==> src/rtl/instr_mem_loader_if.sv <==
`timescale 1ns/1ps
`default_nettype none
// ============================================================================
// Module      : instr_mem_loader_if
// Description : Host byte stream, instruction memory write port and processor
//               status signals of the program loader.
// Revision    : 1.0 - initial release
// ============================================================================
interface instr_mem_loader_if #(
   parameter int ADDR_WIDTH = 5
);
   logic                  Start;
   logic [7:0]            In_Data;
   logic                  In_Valid;
   logic                  In_Ready;
   logic                  Mem_We;
   logic [ADDR_WIDTH-1:0] Mem_Addr;
   logic [31:0]           Mem_Wdata;
   logic                  Cpu_Hold;
   logic                  Done;
   logic                  Error;
   logic [ADDR_WIDTH:0]   Words_Loaded;

   // Host / bench side: drives the stream, observes the loader
   modport master (
      output Start, In_Data, In_Valid,
      input  In_Ready, Mem_We, Mem_Addr, Mem_Wdata, Cpu_Hold, Done, Error, Words_Loaded
   );

   // Loader side
   modport slave (
      input  Start, In_Data, In_Valid,
      output In_Ready, Mem_We, Mem_Addr, Mem_Wdata, Cpu_Hold, Done, Error, Words_Loaded
   );
endinterface
`default_nettype wire

==> src/rtl/instr_mem_loader.sv <==
`timescale 1ns/1ps
`default_nettype none
// ============================================================================
// Module      : instr_mem_loader
// Description : Receives a length byte plus little-endian instruction bytes,
//               writes one 32-bit word per instruction into instruction memory
//               and holds the processor in reset until loading completes.
// Revision    : 1.0 - initial release
// ============================================================================
module instr_mem_loader #(
   parameter int ADDR_WIDTH = 5,
   parameter int DATA_WIDTH = 32
) (
   input  logic               Clk,
   input  logic               Reset,
   instr_mem_loader_if.slave  bus
);

   localparam int DEPTH = 2**ADDR_WIDTH;

   localparam logic [2:0] S_IDLE  = 3'd0;
   localparam logic [2:0] S_LEN   = 3'd1;
   localparam logic [2:0] S_DATA  = 3'd2;
   localparam logic [2:0] S_WRITE = 3'd3;
   localparam logic [2:0] S_DONE  = 3'd4;
   localparam logic [2:0] S_ERR   = 3'd5;

   logic [2:0]            state_q, state_d;
   logic [7:0]            len_q;
   logic [1:0]            idx_q;
   logic [DATA_WIDTH-1:0] word_q;
   logic [DATA_WIDTH-1:0] wdata_q;
   logic [ADDR_WIDTH-1:0] addr_q;
   logic [ADDR_WIDTH:0]   words_q;

   logic in_ready, mem_we, cpu_hold, done, error;
   logic xfer, len_over, last_word;

   assign xfer      = bus.In_Valid & in_ready;
   // Length byte larger than the memory depth is rejected (N == DEPTH is legal)
   assign len_over  = {24'd0, bus.In_Data} > 32'(DEPTH);
   // Compared against the count as it will be after this write
   assign last_word = (32'(words_q) + 32'd1) == {24'd0, len_q};

   // State register
   always_ff @(posedge Clk or posedge Reset) begin
      if (Reset) state_q <= S_IDLE;
      else       state_q <= state_d;
   end

   // Next-state decode; Start only matters in IDLE, DONE and ERR
   always_comb begin
      state_d = state_q;
      case (state_q)
         S_IDLE:  if (bus.Start) state_d = S_LEN;
         S_LEN: begin
            if (xfer) begin
               if (bus.In_Data == 8'd0) state_d = S_DONE;
               else if (len_over)       state_d = S_ERR;
               else                     state_d = S_DATA;
            end
         end
         S_DATA:  if (xfer && idx_q == 2'd3) state_d = S_WRITE;
         S_WRITE: state_d = last_word ? S_DONE : S_DATA;
         S_DONE:  if (bus.Start) state_d = S_LEN;
         S_ERR:   if (bus.Start) state_d = S_LEN;
         default: state_d = S_IDLE;
      endcase
   end

   // State-decoded outputs; the processor runs only after a clean load
   always_comb begin
      in_ready = (state_q == S_LEN) || (state_q == S_DATA);
      mem_we   = (state_q == S_WRITE);
      cpu_hold = (state_q != S_DONE);
      done     = (state_q == S_DONE);
      error    = (state_q == S_ERR);
   end

   // Datapath: length capture, byte assembly, write address/data, word count
   always_ff @(posedge Clk or posedge Reset) begin
      if (Reset) begin
         len_q   <= 8'd0;
         idx_q   <= 2'd0;
         word_q  <= '0;
         wdata_q <= '0;
         addr_q  <= '0;
         words_q <= '0;
      end else begin
         // A new length starts a fresh session count, whatever its outcome
         if (state_q == S_LEN && xfer) begin
            len_q   <= bus.In_Data;
            idx_q   <= 2'd0;
            words_q <= '0;
         end
         if (state_q == S_DATA && xfer) begin
            word_q[{idx_q, 3'b000} +: 8] <= bus.In_Data;
            idx_q                        <= idx_q + 2'd1;
            // Capture the completed word so it is stable through WRITE and held after
            if (idx_q == 2'd3) begin
               wdata_q <= {bus.In_Data, word_q[DATA_WIDTH-9:0]};
               addr_q  <= words_q[ADDR_WIDTH-1:0];
            end
         end
         if (state_q == S_WRITE) begin
            words_q <= words_q + {{ADDR_WIDTH{1'b0}}, 1'b1};
         end
      end
   end

   assign bus.In_Ready     = in_ready;
   assign bus.Mem_We       = mem_we;
   assign bus.Mem_Addr     = addr_q;
   assign bus.Mem_Wdata    = wdata_q;
   assign bus.Cpu_Hold     = cpu_hold;
   assign bus.Done         = done;
   assign bus.Error        = error;
   assign bus.Words_Loaded = words_q;

endmodule
`default_nettype wire

==> src/flat_wrapper.sv <==
// flat-port wrapper written by rule: the top's interface ports become plain ports
module instr_mem_loader_flat 
#(
   parameter int ADDR_WIDTH = 5,
   parameter int DATA_WIDTH = 32
)
  (Clk, Reset, bus_Start, bus_In_Data, bus_In_Valid, bus_In_Ready, bus_Mem_We, bus_Mem_Addr, bus_Mem_Wdata, bus_Cpu_Hold, bus_Done, bus_Error, bus_Words_Loaded);
  instr_mem_loader_if #(.ADDR_WIDTH(ADDR_WIDTH)) bus_i ();
  input  logic Clk;
  input  logic Reset;
  input wire logic [$bits(bus_i.Start)-1:0] bus_Start;
  input wire logic [$bits(bus_i.In_Data)-1:0] bus_In_Data;
  input wire logic [$bits(bus_i.In_Valid)-1:0] bus_In_Valid;
  output wire logic [$bits(bus_i.In_Ready)-1:0] bus_In_Ready;
  output wire logic [$bits(bus_i.Mem_We)-1:0] bus_Mem_We;
  output wire logic [$bits(bus_i.Mem_Addr)-1:0] bus_Mem_Addr;
  output wire logic [$bits(bus_i.Mem_Wdata)-1:0] bus_Mem_Wdata;
  output wire logic [$bits(bus_i.Cpu_Hold)-1:0] bus_Cpu_Hold;
  output wire logic [$bits(bus_i.Done)-1:0] bus_Done;
  output wire logic [$bits(bus_i.Error)-1:0] bus_Error;
  output wire logic [$bits(bus_i.Words_Loaded)-1:0] bus_Words_Loaded;
  assign bus_i.Start = bus_Start;
  assign bus_i.In_Data = bus_In_Data;
  assign bus_i.In_Valid = bus_In_Valid;
  assign bus_In_Ready = bus_i.In_Ready;
  assign bus_Mem_We = bus_i.Mem_We;
  assign bus_Mem_Addr = bus_i.Mem_Addr;
  assign bus_Mem_Wdata = bus_i.Mem_Wdata;
  assign bus_Cpu_Hold = bus_i.Cpu_Hold;
  assign bus_Done = bus_i.Done;
  assign bus_Error = bus_i.Error;
  assign bus_Words_Loaded = bus_i.Words_Loaded;
  instr_mem_loader #(.ADDR_WIDTH(ADDR_WIDTH), .DATA_WIDTH(DATA_WIDTH)) u_core (.Clk(Clk), .Reset(Reset), .bus(bus_i));
endmodule
==> config.mk <==
export PLATFORM = sky130hd
export DESIGN_NAME = instr_mem_loader_flat
export DESIGN_NICKNAME = d
export VERILOG_FILES = /design/src/rtl/instr_mem_loader_if.sv /design/src/rtl/instr_mem_loader.sv /design/src/flat_wrapper.sv
export SDC_FILE = /design/constraint.sdc
export NUM_CORES = 1
export LEC_CHECK = 0
export ABC_AREA = 0
export CAP_MARGIN = 20
export CELL_PAD_IN_SITES_DETAIL_PLACEMENT = 1
export CELL_PAD_IN_SITES_GLOBAL_PLACEMENT = 1
export CORE_ASPECT_RATIO = 0.8
export CORE_UTILIZATION = 42
export CTS_BUF_LIST = sky130_fd_sc_hd__clkbuf_8 sky130_fd_sc_hd__clkbuf_16
export DETAILED_ROUTE_END_ITERATION = 8
export PLACE_DENSITY_LB_ADDON = 0.2
export SKIP_LAST_GASP = 1
export SLEW_MARGIN = 20
export SYNTH_ARGS = -nofsm -noshare
export SYNTH_HDL_FRONTEND = slang
export SYNTH_SLANG_ARGS = --single-unit
==> constraint.sdc <==
create_clock -name Clk -period 3.4 [get_ports Clk]
set_clock_uncertainty 0.1 [all_clocks]
set_input_delay 0.68 -clock Clk [delete_from_list [all_inputs] [get_ports Clk]]
set_output_delay 0.68 -clock Clk [all_outputs]
set_load 0.1 [all_outputs]
=== After elaboration in Yosys (flattened, before gate mapping) ===
Cells that the tools add are included.
W data, S select, Z words.

* $add $sub $neg: 4
* $lt $le $gt $ge: 1
* Equality and inequality tests: 11
* Shifts and indexed selects: 2
* Muxes and demuxes: 12
* Bitwise logic cells: 1
* Reduce and logical (&&, ||, !) cells: 11

{| class="wikitable"
|+ Operators with widths
! operator !! number
|-
| $bwmux W32 || 1
|-
| $eq A32 B8 Y1 || 1
|-
| $shift A8 B7 Y32 const A || 1
|-
| $shiftx A8 B7 Y32 || 1
|-
| $mux W3 || 6
|-
| $mux W6 || 2
|-
| $pmux W3 S4 || 1
|-
| $gt A8 B6 Y1 const B || 1
|-
| $logic_not A8 Y1 || 1
|-
| $add A6 B1 Y7 const B || 1
|-
| $neg A5 Y7 || 1
|-
| $add A6 B1 Y6 const B || 1
|-
| $eq A3 B2 Y1 const B || 2
|-
| $eq A3 B3 Y1 const B || 2
|-
| $ne A2 B1 Y1 const B || 3
|-
| $mux W2 || 2
|-
| $reduce_bool A2 Y1 || 2
|-
| $eq A3 B1 Y1 const B || 1
|-
| $logic_and A1 B1 Y1 || 3
|-
| $logic_not A3 Y1 || 1
|-
| $ne A3 B3 Y1 const B || 1
|-
| $reduce_and A3 Y1 || 1
|-
| $reduce_or A3 Y1 || 1
|-
| $add A2 B1 Y2 const B || 1
|-
| other kinds (4) || 4
|}

* Flip-flop bits (word level): 88
* Input bits: 12
* Logic and storage cells: 49

=== Longest topological paths before layout ===
Gate-level depths: netlist (run 1).

* Depth in word-level cells: 6
* Depth in mapped cells: 8
* Gate-level depth less buffers: 6

=== Least setup slack after synthesis (run 1) ===
No wires, ideal clock.

* Kind: register to output
* Start: register u_core.state_q[1]
* End: output port bus_Done
* Arrival time: 2.379 ns
* Data required time: 2.620 ns
* Setup slack: 0.241 ns
* Cell stages (with the launch flop): 5
* Path buffers: 1
* Path through: dfrtp_1 -> clkbuf_1 -> inv_1 -> nand3_1 -> inv_1

* Word-level cells in the longest chain between the ends: 1

{| class="wikitable"
|+ Ends and longest elaborated chain
! item !! line !! text
|-
| start, declared || instr_mem_loader.sv:28 || <nowiki>logic [2:0] state_q, state_d;</nowiki>
|-
| start signal, assigned || instr_mem_loader.sv:48 || <nowiki>else state_q <= state_d;</nowiki>
|-
| $eq A3 B3 Y1 || instr_mem_loader.sv:76 || <nowiki>done = (state_q == S_DONE);</nowiki>
|-
| end, declared || flat_wrapper.sv:19 || <nowiki>output wire logic [$bits(bus_i.Done)-1:0] bus_Done;</nowiki>
|}

Every way passes these cells.

=== Worst setup path after layout (run 1) ===
* Start: register u_core.state_q[2]
* End: output port bus_Mem_We

* Word-level cells in the longest chain between the ends: 1

{| class="wikitable"
|+ Ends and longest elaborated chain
! item !! line !! text
|-
| $eq A3 B2 Y1 || instr_mem_loader.sv:74 || <nowiki>mem_we = (state_q == S_WRITE);</nowiki>
|-
| end, declared || flat_wrapper.sv:15 || <nowiki>output wire logic [$bits(bus_i.Mem_We)-1:0] bus_Mem_We;</nowiki>
|}

Every way passes these cells.

==> results.toml, run 1 <==
[outcome]
status = "complete, no violations"

[power_and_ir_drop]
switching_share_pct = 37.4
clkPwrFrac_pct = 27.1
internal-power_uw = 1780
vdd_drop_max_mv = 0.519
pwr-share-comb_pct = 31.2
power.switching_uw = 1070
leakagePower_uw = 0.00210
p_per_area_nw_per_um2 = 664
pwr-share-seq_pct = 41.7

[grt]
track_usage_pct = 19.8
grt_pass1_wl_um = 13200
grt_pass1_vias = 2523
gr-total-overflow = 0
grt_max_degree = 49
grt_antenna_before_repair = 0

[worst_setup_path]
critPathCaptureType = "primary output"
arrival_ps = 1980
cp.required_ps = 2620
r2r_start = "u_core.bus.Words_Loaded[0]"
critPathLaunchType = "register"
worstPathMaxFanout = 10
path_class = "register to primary output"
startpoint = "u_core.state_q[2]"

[placed_design]
gp_congestion = 0.786
numPortBuffers = 59
hpwl_um = 5310
post-place-ws_ps = 502

[clock_tree]
cts_setup_buffers = 0
clock_sinks = 80
holdBufCountCts = 0
clkTransAtPathRegs_ps = 90
clockRootBuffer = "clkbuf_8"
cts_made_buffers = 9
clk_latency_ps = 340
htreeDepth = 3
post_cts_resized = 0
cts_tree = "done"
clock_path_buffers = 2

[die]
dieArea_um2 = 8650
ioPinCount = 60
die_y_um = 83.4
rows = 29
start_util_pct = 43.6
die_w_um = 104
core_um2 = 7980

[job]
max_cap_violations = 0

[yosys]
synth.distinct_cells = 40
ys_seq_area_share_pct = 57.6
syn_area_per_cell_um2 = 11.6
synth_top_cells_by_count = "80 x dfrtp_1, 60 x nand2_1, 44 x mux2_2"
syn_inst = 299
synthArstFlopShare_pct = 100
yosys.area.top_type = "dfrtp_1"
synth_most_common_cell = "dfrtp_1"
ys_seq_elements = 80
synth_area_um2 = 3480
yosysWarningCount = 0
synth_fp_nets = 317
synthTopCellsByArea = "dfrtp_1 58%, mux2_2 14%, nand2_1 6.5%, o21ai_0 4.7%, ha_1 2.2%"
synth_top_area_share_pct = 57.6
synth_edf_count = 0
synthFlopType = "dfrtp_1"

[min_path]
hp-start = "u_core.word_q[15]"
min_path_type = "register to register"

[timing]
fin_crit_sh_pct = 81.3
tightest_slew_ps = 830
rsz0062_at_grt = "no"
fin_ws_ps = 636
min_period_ps = 2760
final-max-slew-violation-count = 0
finalSetupViolCount = 0
setup_tns_ps = 0
max_slew_margin_pct = 44.6
hold_viol = 0
fmax_mhz = 362

[route]
wire_per_inst_um = 16.1
vias_per_cell = 5.04
ant_nets = 0
firstDrtPassIters = 4
drt-total-wl_um = 7720
drtIter0Drc = 55
vias = 2416
drcViolationCount = 0

[final_layout]
area_delta_synth_final_pct = 23.6
antenna_cells = 0
drive_gt1_share_pct = 33.4
nNetsFinal = 384
-- per-stage QoR --
step	power [uW]	utilization (%)	cell area (um^2)	hold slack, ps	std cells
finish	2850	53.8	4300	383	479
global placement	2080	51.1	4080	362	463
floorplan	1850	-	3480	346	299
detailed placement	2100	51.1	4080	373	463
global route	3020	53.8	4300	420	479
CTS	2890	53.8	4300	394	479
-- power by group through the flow --
stage	Combinational, uW	Sequential [uW]	Clock [uW]
global route	975	1210	833
detailed placement	890	1210	0
CTS	900	1190	796
floorplan	605	1240	0
global placement	876	1200	0
finish	891	1190	772
-- critical path: stages, from the launching register on --
cell      delay [ps]
dfrtp_1          520
nand2b_1         230
or2_2            370
inv_1            190
buf_4            330
-- path summary, 6_finish.rpt --
path                                                  to  slack (ps)  cells after the start
min in group asynchronous       u_core.bus.Mem_Wdata[11]         680                      2
worst min register to register         u_core.word_q[15]         380                      2
worst min-delay path                   u_core.word_q[15]         380                      2
worst max register to register         u_core.state_q[1]        1190                      6
max in group asynchronous               u_core.word_q[8]        1820                      3
worst max-delay path                          bus_Mem_We         640                      4
-- registers in the layout, summed over array words and instances, names as in the netlist --
register / cells
u_core.bus.Mem_Addr: 5
u_core.bus.Mem_Wdata: 32
u_core.bus.Words_Loaded: 6
u_core.idx_q: 2
u_core.len_q: 8
u_core.state_q: 3
u_core.word_q: 24
-- final cells by class --
class	count	area [um^2]
Timing Repair Buffer	69	546
Clock inverter	7	95.1
Clock buffer	9	124
Tap cell	108	135
Multi-Input combinational cell	197	1360
Fill cell	900	3680
Sequential cell	80	2000
Inverter	9	35.0
-- cell usage in the layout (no fill, tap or decap), types with 4 or more instances in the layout --
cell type        Yosys  final
clkdlybuf4s50_1      0     11
mux2_2              44     44
buf_4                0     58
nor2_1               5      5
o21ai_0             33     33
xor2_1               5      5
nor3b_1              4      4
inv_1                9      9
ha_1                 6      6
dfrtp_1             80     80
xnor2_1              4      4
clkbuf_8             2      9
nand2_1             60     60
a31oi_1              4      4
-- cell families (layout without fill, tap and decap cells) --
logic type      Yosys count  in the layout  share of synthesized area [%]
mux                      45             45                           14.5
flops                    80             80                           57.6
compound gates           51             51                           8.99
xor+xnor                  9              9                           2.27
simple gates             86             86                           11.2
fa+ha+maj                 6              6                           2.16
buf+inv                  22             94                           3.31
-- layer usage --
| layer | global-route usage [%] | part of all wire, % | wire [um] | vias up |
|---|---|---|---|---|
| met3 | 4.47 | 2.9 | 220 | 4 |
| li1 | - | - | - | 1173 |
| met5 | 0 | 0 | 0 | - |
| met2 | 31.4 | 48 | 3670 | 41 |
| met4 | 5.45 | 0.66 | 51 | 0 |
| met1 | 27.5 | 49 | 3780 | 1198 |
(Power assumes the default switching activity.)
==> inputs of run 2 (changes only) <==
==> constraint.sdc (replaced) <==
create_clock -name Clk -period 2.8 [get_ports Clk]
set_clock_uncertainty 0.1 [all_clocks]
set_input_delay 0.56 -clock Clk [delete_from_list [all_inputs] [get_ports Clk]]
set_output_delay 0.56 -clock Clk [all_outputs]
set_load 0.1 [all_outputs]
==> run 2 against run 1 <==
Total power increased by 19%. Non-clock buffer count grew 4. Setup slack got worse by 400 ps. Global-route usage up 0.38 points. Clock power grew 9.2%. Register-to-register slack got worse by 530 ps. Final area up 0.93%. Critical endpoint unchanged.
==> results.toml, run 2 (same netlist as run 1, synthesis figures left out) <==
[die]
die_y_um = 83.4
start_util_pct = 43.6
dieArea_um2 = 8650
die_w_um = 104
core_um2 = 7980
ioPinCount = 60
rows = 29

[power_and_ir_drop]
vdd_drop_max_mv = 0.658
leakagePower_uw = 0.00211
power_uw = 3380
pwr-share-comb_pct = 32.3
p_per_area_nw_per_um2 = 780
switching_share_pct = 38.0
internal-power_uw = 2100
pwr-share-seq_pct = 42.8
power.switching_uw = 1280
clkPwrFrac_pct = 24.9

[clock_tree]
clkTransAtPathRegs_ps = 80
clk_latency_ps = 350
cts_tree = "done"
holdBufCountCts = 0
cts_setup_buffers = 0
htreeDepth = 3
clockRootBuffer = "clkbuf_8"
clock_path_buffers = 2
cts_made_buffers = 9
post_cts_resized = 0
clock_sinks = 80

[final_layout]
layout_commonest_cell = "dfrtp_1"
final_cell_mix = "80 x dfrtp_1, 60 x nand2_1, 60 x buf_4"
multi_input_area_um2 = 1370
final.fill_count = 881
drive_gt1_share_pct = 34.8
nNetsFinal = 388
area_delta_synth_final_pct = 24.7
largest_reg_flops = 32
antenna_cells = 0
ff_latch_area_um2 = 2000

[grt]
grt_pass1_vias = 2653
gr-total-overflow = 0
grt_antenna_before_repair = 0
grt_max_degree = 81
grt_pass1_wl_um = 13500
track_usage_pct = 20.2

[timing]
final-max-slew-violation-count = 0
rsz0062_at_grt = "no"
finalSetupViolCount = 0
fmax_mhz = 389
fin_crit_sh_pct = 91.7
tightest_slew_ps = 496
hold_viol = 0
max_slew_margin_pct = 66.9
min_period_ps = 2570
setup_tns_ps = 0

[worst_setup_path]
arrival_ps = 1910
cp.required_ps = 2140
path_class = "register to primary output"
critPathCaptureType = "primary output"
critPathLaunchType = "register"
worstPathMaxFanout = 10

[min_path]
min_path_type = "register to register"

[route]
vias = 2446
firstDrtPassIters = 3
vias_per_cell = 5.07
drcViolationCount = 0
drtIter0Drc = 67
wire_per_inst_um = 16.4
ant_nets = 0
drt-total-wl_um = 7910

[placed_design]
numPortBuffers = 59
gp_congestion = 0.748
hpwl_um = 5590

[job]
max_cap_violations = 0

[outcome]
status = "complete, no violations"
==> run 2: cell count changes in the layout (fill, tap and decap cells not counted), sizes merged <==
cell / change
clkinvlp: +1
bufinv: -1
clkinv: +2
inv: -4
clkbuf: +1
buf: +4
==> run 2: cell type report <==
type	count	share of cell area [%]
Clock buffer	10	3.17
Clock inverter	5	1.33
Inverter	9	0.894
Multi-Input combinational cell	197	31.5
Sequential cell	80	46.1
Tap cell	108	3.12
Timing Repair Buffer	73	13.8
==> run 2: power groups by stage <==
stage | sequential, uW | clock, uW | combinational [uW]
global route | 1470 | 921 | 1190
floorplan | 1510 | 0 | 742
detailed placement | 1470 | 0 | 1090
finish | 1450 | 843 | 1090
global placement | 1460 | 0 | 1070
CTS | 1450 | 874 | 1100
==> run 2: metal layers <==
metal / global-route usage [%] / vias to the layer above / share of wire (%)
met5: 0 / - / 0
met4: 3.90 / 0 / 0.70
met3: 5.26 / 5 / 3.4
met2: 33.4 / 41 / 48
met1: 27.0 / 1229 / 47
li1: - / 1171 / -
==> run 2: through the flow <==
stage / instances / worst slack [ps] / hold slack (ps) / utilization, % / cell area (um^2)
2_1_floorplan: 299 / 88.3 / 346 / - / 3490
3_3_place_gp: 467 / 201 / 359 / 51.9 / 4140
3_5_place_dp: 467 / 144 / 371 / 51.9 / 4140
4_1_cts: 482 / 203 / 390 / 54.3 / 4340
5_1_grt: 482 / 126 / 420 / 54.3 / 4340
6_report: 482 / 232 / 386 / 54.3 / 4340
==> run 2: final timing paths <==
| check | cells after the start | end | from | slack, ps |
|---|---|---|---|---|
| worst min register to register | 2 | u_core.word_q[15] | u_core.word_q[15] | 390 |
| max in group asynchronous | 3 | u_core.state_q[2] | Reset | 1750 |
| worst max-delay path | 4 | bus_Mem_We | u_core.state_q[2] | 230 |
| worst min-delay path | 2 | u_core.word_q[15] | u_core.word_q[15] | 390 |
| worst max register to register | 5 | u_core.state_q[1] | u_core.bus.Words_Loaded[0] | 660 |
| min in group asynchronous | 3 | u_core.bus.Mem_Wdata[26] | Reset | 500 |
==> run 2: critical path, stage by stage (launching register included) <==
cell,delay [ps]
dfrtp_1,520
nand2b_1,240
or2_2,370
inv_1,230
buf_12,210
==> inputs of run 3 (changes only) <==
--- a/config.mk
+++ b/config.mk
@@ -5,13 +5,13 @@
 export SDC_FILE = /design/constraint.sdc
 export NUM_CORES = 1
 export LEC_CHECK = 0
-export ABC_AREA = 0
 export CAP_MARGIN = 20
 export CELL_PAD_IN_SITES_DETAIL_PLACEMENT = 1
 export CELL_PAD_IN_SITES_GLOBAL_PLACEMENT = 1
 export CORE_ASPECT_RATIO = 0.8
 export CORE_UTILIZATION = 42
 export CTS_BUF_LIST = sky130_fd_sc_hd__clkbuf_8 sky130_fd_sc_hd__clkbuf_16
+export CTS_CLUSTER_DIAMETER = 80
 export DETAILED_ROUTE_END_ITERATION = 8
 export PLACE_DENSITY_LB_ADDON = 0.2
 export SKIP_LAST_GASP = 1
==> results of run 3 <==
The final DEF is identical to that of run 2; final timing and power are the same.
